<file path="src/rtl/axis_pkt_arbiter_if.sv">
// rtl/axis_pkt_arbiter_if.sv - AXI-Stream bundle of N lanes of DW-bit beats
interface axis_pkt_arbiter_if #(
  parameter int DW = 8,
  parameter int N  = 1
);
  logic [N*DW-1:0] tdata;
  logic [N-1:0]    tvalid;
  logic [N-1:0]    tlast;
  logic [N-1:0]    tready;

  modport master (output tdata, output tvalid, output tlast, input tready);
  modport slave  (input tdata, input tvalid, input tlast, output tready);
endinterface

</file>
<file path="src/rtl/axis_pkt_arbiter.sv">
// rtl/axis_pkt_arbiter.sv - packet-granular round-robin arbiter of NS streams onto one FIFO input
module axis_pkt_arbiter #(
  parameter int DW = 8,
  parameter int NS = 4,
  parameter int IW = $clog2(NS),
  parameter int CW = 16
) (
  input  logic                clk,
  input  logic                rst,
  axis_pkt_arbiter_if.slave   s,
  axis_pkt_arbiter_if.master  m,
  input  logic [NS-1:0]       src_en,
  output logic [IW-1:0]       m_tid,
  output logic                busy,
  output logic [CW-1:0]       pkt_cnt
);

  localparam logic [0:0] IDLE = 1'b0;
  localparam logic [0:0] BUSY = 1'b1;

  logic [0:0]    state;
  logic [IW-1:0] rr_ptr;
  logic [IW-1:0] grant;
  logic [IW-1:0] grant_nxt;
  logic [IW-1:0] pick;
  logic [IW-1:0] cand;
  logic          found;
  logic [NS-1:0] req;
  logic [NS-1:0] s_ready;
  logic          xfer_last;
  int            idx;
  logic [DW-1:0] src_data [NS];

  for (genvar i = 0; i < NS; i++) begin : g_lane
    assign src_data[i] = s.tdata[i*DW +: DW];
  end

  assign req       = s.tvalid & src_en;
  assign busy      = (state == BUSY);
  assign grant_nxt = (grant == IW'(NS - 1)) ? '0 : grant + IW'(1);
  assign xfer_last = busy && m.tvalid[0] && m.tready[0] && m.tlast[0];
  assign s.tready  = s_ready;

  // First requester at or after rr_ptr, wrapping; the previous winner is searched last.
  always_comb begin
    pick  = '0;
    cand  = '0;
    found = 1'b0;
    idx   = 0;
    for (int k = 0; k < NS; k++) begin
      idx = int'(rr_ptr) + k;
      if (idx >= NS) idx = idx - NS;
      cand = IW'(idx);
      if (!found && req[cand]) begin
        pick  = cand;
        found = 1'b1;
      end
    end
  end

  // IDLE presents nothing, so a source valid never reaches its own ready combinationally.
  always_comb begin
    s_ready  = '0;
    m.tdata  = '0;
    m.tvalid = 1'b0;
    m.tlast  = 1'b0;
    if (state == BUSY) begin
      m.tdata        = src_data[grant];
      m.tvalid       = s.tvalid[grant];
      m.tlast        = s.tlast[grant];
      s_ready[grant] = m.tready[0];
    end
  end

  always_ff @(posedge clk) begin
    if (rst) begin
      state   <= IDLE;
      rr_ptr  <= '0;
      grant   <= '0;
      m_tid   <= '0;
      pkt_cnt <= '0;
    end else if (state == IDLE) begin
      if (found) begin
        grant <= pick;
        m_tid <= pick;
        state <= BUSY;
      end
    end else if (xfer_last) begin
      state   <= IDLE;
      rr_ptr  <= grant_nxt;
      pkt_cnt <= pkt_cnt + CW'(1);
    end
  end

endmodule

</file>
<file path="src/flat_wrapper.sv">
// flat-port wrapper written by rule: the top's interface ports become plain ports
module axis_pkt_arbiter_flat 
#(
  parameter int DW = 8,
  parameter int NS = 4,
  parameter int IW = $clog2(NS),
  parameter int CW = 16
)
  (clk, rst, src_en, m_tid, busy, pkt_cnt, s_tdata, s_tvalid, s_tlast, s_tready, m_tdata, m_tvalid, m_tlast, m_tready);
  axis_pkt_arbiter_if #(.DW(DW), .N(NS)) s_i ();
  axis_pkt_arbiter_if #(.DW(DW), .N(1)) m_i ();
  input  logic clk;
  input  logic rst;
  input  logic [NS-1:0] src_en;
  output logic [IW-1:0] m_tid;
  output logic busy;
  output logic [CW-1:0] pkt_cnt;
  input wire logic [$bits(s_i.tdata)-1:0] s_tdata;
  input wire logic [$bits(s_i.tvalid)-1:0] s_tvalid;
  input wire logic [$bits(s_i.tlast)-1:0] s_tlast;
  output wire logic [$bits(s_i.tready)-1:0] s_tready;
  output wire logic [$bits(m_i.tdata)-1:0] m_tdata;
  output wire logic [$bits(m_i.tvalid)-1:0] m_tvalid;
  output wire logic [$bits(m_i.tlast)-1:0] m_tlast;
  input wire logic [$bits(m_i.tready)-1:0] m_tready;
  assign s_i.tdata = s_tdata;
  assign s_i.tvalid = s_tvalid;
  assign s_i.tlast = s_tlast;
  assign s_tready = s_i.tready;
  assign m_tdata = m_i.tdata;
  assign m_tvalid = m_i.tvalid;
  assign m_tlast = m_i.tlast;
  assign m_i.tready = m_tready;
  axis_pkt_arbiter #(.DW(DW), .NS(NS), .IW(IW), .CW(CW)) u_core (.clk(clk), .rst(rst), .s(s_i), .m(m_i), .src_en(src_en), .m_tid(m_tid), .busy(busy), .pkt_cnt(pkt_cnt));
endmodule
</file>
<file path="config.mk">
export PLATFORM = sky130hd
export DESIGN_NAME = axis_pkt_arbiter_flat
export DESIGN_NICKNAME = d
export VERILOG_FILES = /design/src/rtl/axis_pkt_arbiter_if.sv /design/src/rtl/axis_pkt_arbiter.sv /design/src/flat_wrapper.sv
export SDC_FILE = /design/constraint.sdc
export NUM_CORES = 1
export LEC_CHECK = 0
export BUFFER_PORTS_ARGS = -buffer_cell sky130_fd_sc_hd__buf_2
export CORE_AREA = 2 2 63 65
export DETAILED_ROUTE_END_ITERATION = 12
export DIE_AREA = 0 0 65 67
export PLACE_DENSITY = 0.89
export SLEW_MARGIN = 30
export SYNTH_ARGS = -nofsm -noshare
export SYNTH_HDL_FRONTEND = slang
export SYNTH_SLANG_ARGS = --single-unit
</file>
<file path="constraint.sdc">
create_clock -name clk -period 2.3 [get_ports clk]
set_clock_uncertainty 0.1 [all_clocks]
set_input_delay 0.23 -clock clk [delete_from_list [all_inputs] [get_ports clk]]
set_output_delay 0.23 -clock clk [all_outputs]
set_load 0.1 [all_outputs]
</file>
==> impl_metrics.env <==
export IMPL_finalNonFillerCells=305
export IMPL_numCtsBuffers=3
export IMPL_outcome="finished, final reports clean"
export IMPL_syn_num_nets=234
export IMPL_post_cts_buffers=0
export IMPL_first_global_vias=1627
export IMPL_fin_nets=310
export IMPL_max_freq_ghz=0.462
export IMPL_place_ws_ns=0.253
export IMPL_cp_max_fo=11
export IMPL_grt_usage_pct=20.4
export IMPL_path_buf_inv=2
export IMPL_slew_headroom_pct=49.4
export IMPL_avgSynthCellArea_um2=8.83
export IMPL_async_flop_share_pct=0
export IMPL_rsz0062_at_grt="no"
export IMPL_finalMaxSlewViolations=0
export IMPL_syn2layout_area_growth_pct=32.9
export IMPL_drcViolationCount=0
export IMPL_max_cap_violations=0
export IMPL_start_kind="flip-flop"
export IMPL_whs_ns=0.314
export IMPL_synthFlopType="dfxtp_1"
export IMPL_dieArea_um2=4360
export IMPL_r2r_start="u_core.m_tid[0]$_SDFFE_PP0P_"
export IMPL_htree_levels=1
export IMPL_core_area_um2=3610
export IMPL_drt_wl_total_um=4380
export IMPL_drt_iter0_markers=58
export IMPL_dp_cells=301
export IMPL_via_per_inst=5.82
export IMPL_grt_pass1_wl_um=6930
export IMPL_ys_types=45
export IMPL_critPathTopFamily="multiplexers"
export IMPL_fp_dieH_um=67
export IMPL_layout_worst_path_cycle_share_pct=94.2
export IMPL_synth_seq_cells=21
export IMPL_die_w_um=65
export IMPL_yosys_area_top_type="dfxtp_1"
export IMPL_drt_first_pass_iters=4
export IMPL_pin_count=80
export IMPL_cp_arrival_ns=1.84
export IMPL_ys_seq_area_share_pct=26.2
export IMPL_p_leak_uw=0.000918
export IMPL_grt_antenna_before_repair=0
export IMPL_mappedNetlistArea_um2=1610
export IMPL_ys_warn_count=0
export IMPL_netlist_instances=182
export IMPL_layout_drive_gt1_share_pct=51.0
export IMPL_cts_root_buf="clkbuf_8"
export IMPL_diodes=0
export IMPL_nFillCells=332
export IMPL_path_clk_slew_ns=0.08
export IMPL_wire_per_inst_um=14.4
export IMPL_overflow=0
export IMPL_fp_row_count=22
export IMPL_fin_ws_ns=0.134
export IMPL_required_ns=1.97
export IMPL_yosysMostFrequentCell="dfxtp_1"
export IMPL_critical_path_class="reg -> out"
export IMPL_synth_area_leaders="dfxtp_1, mux4_2, or4_1"
export IMPL_fin_crit_ns=2.17
export IMPL_setup_violations=0
export IMPL_clockBufferDepth=2
export IMPL_hold_buffers=0
export IMPL_synth_edff_count=0
export IMPL_yosysTopAreaCellShare_pct=26.2
export IMPL_slowest_stage="mux4_2"
export IMPL_fin_util_pct=59.2
export IMPL_clock_latency_ns=0.26
export IMPL_drtAntennaViolNets=0
export IMPL_max_stage_delay_ns=0.50
export IMPL_hold_class="in -> reg"
export IMPL_vias=1774
export IMPL_cp_cell_sequence="buf_6, mux4_2, and2_2, buf_2"
export IMPL_gp_congestion=0.871
export IMPL_dp_hpwl_um=3470
export IMPL_cts_tree="built"
export IMPL_crit_start="u_core.m_tid[0]$_SDFFE_PP0P_"
export IMPL_powerDensity_nw_per_um2=470
export IMPL_cts_sinks=21
export IMPL_hold_violations=0
export IMPL_tightest_slew_ns=0.758
export IMPL_hp_start="rst"
export IMPL_end_kind="output port"
export IMPL_initial_utilization_pct=44.6
export IMPL_vdd_drop_max_v=0.000188
export IMPL_port_buffers=79
export IMPL_synth_common_cells="dfxtp_1, a21oi_1, nand3_1, or4_1, nand2_1"
export IMPL_finalSetupTns_ns=0
export IMPL_grt_max_degree=29
## path summary, 6_finish.rpt
path	endpoint	slack, ns	cells after the start
worst min-delay path	u_core.pkt_cnt[10]$_SDFFE_PP0P_	0.31	2
worst max-delay path	m_tdata[7]	0.13	4
worst min register to register	u_core.pkt_cnt[10]$_SDFFE_PP0P_	0.39	2
worst max register to register	u_core.pkt_cnt[1]$_SDFFE_PP0P_	0.23	5
## cell usage in the layout (no fill, tap or decap), types with 2 or more instances in the layout
cell,instances
and3_1,7
mux2_4,2
nand2_1,12
a21oi_1,16
mux4_2,9
nor2b_1,4
dfxtp_1,6
o31ai_1,9
o21ai_0,5
nor3_1,3
nand3_1,11
ha_1,5
nand4_1,6
nor2_1,4
clkbuf_8,3
dfxtp_2,13
or4_1,13
o22a_1,2
dfxtp_4,2
mux2i_1,4
mux2_2,2
nand3_2,2
inv_1,2
buf_4,5
and2_2,8
buf_2,78
## per-layer routing
metal,vias to the layer above,GRT usage (%),routed length (um),part of all wire (%)
met3,4,3.04,340,7.8
met5,-,0,0,0
met2,69,38.4,2280,52
met1,832,22.0,1700,39
met4,0,10.1,59,1.3
li1,869,-,-,-
## registers in the layout (all words and copies together), names as in the netlist
register / flops
u_core.busy: 1
u_core.m_tid: 2
u_core.rr_ptr: 2
u_core.pkt_cnt: 16
## report_power, final
part | internal (uW) | leakage (uW) | switching, uW
combinational | 115 | 0.000715 | 266
clock | 121 | 0.0000255 | 119
sequential | 368 | 0.000178 | 14.5
total | 604 | 0.000918 | 400
## cell type report
class	instances	area (um2)	area share [%]
clock buffers	3	41.3	1.93
clock inverters	1	5.00	0.234
inverters	3	15.0	0.703
multi-input cells	145	1130	52.9
flip-flops and latches	21	444	20.8
well taps	48	60.1	2.81
repair buffers	84	439	20.6
## through the flow
step | total power, uW | instance area [um2]
final | 1000 | 2130
after global routing | 1050 | 2130
after CTS | 1010 | 2130
after detailed placement | 772 | 2080
after global placement | 767 | 2080
after floorplan | 689 | 1670
## logic make-up after synthesis
| logic type | share of synthesized area [%] |
|---|---|
| AND/OR/NAND/NOR | 29.0 |
| AO/OA/AOI/OAI | 17.8 |
| flip-flops | 26.2 |
| multiplexers | 17.9 |
| buffers and inverters | 5.22 |
| adder cells (fa/ha/maj) | 3.89 |
## repair_timing
action	in CTS	in global routing
endpoints found under the setup margin	0	1
hold endpoints to repair	0	0
gates resized for setup	0	3
(Power assumes the default switching activity.)
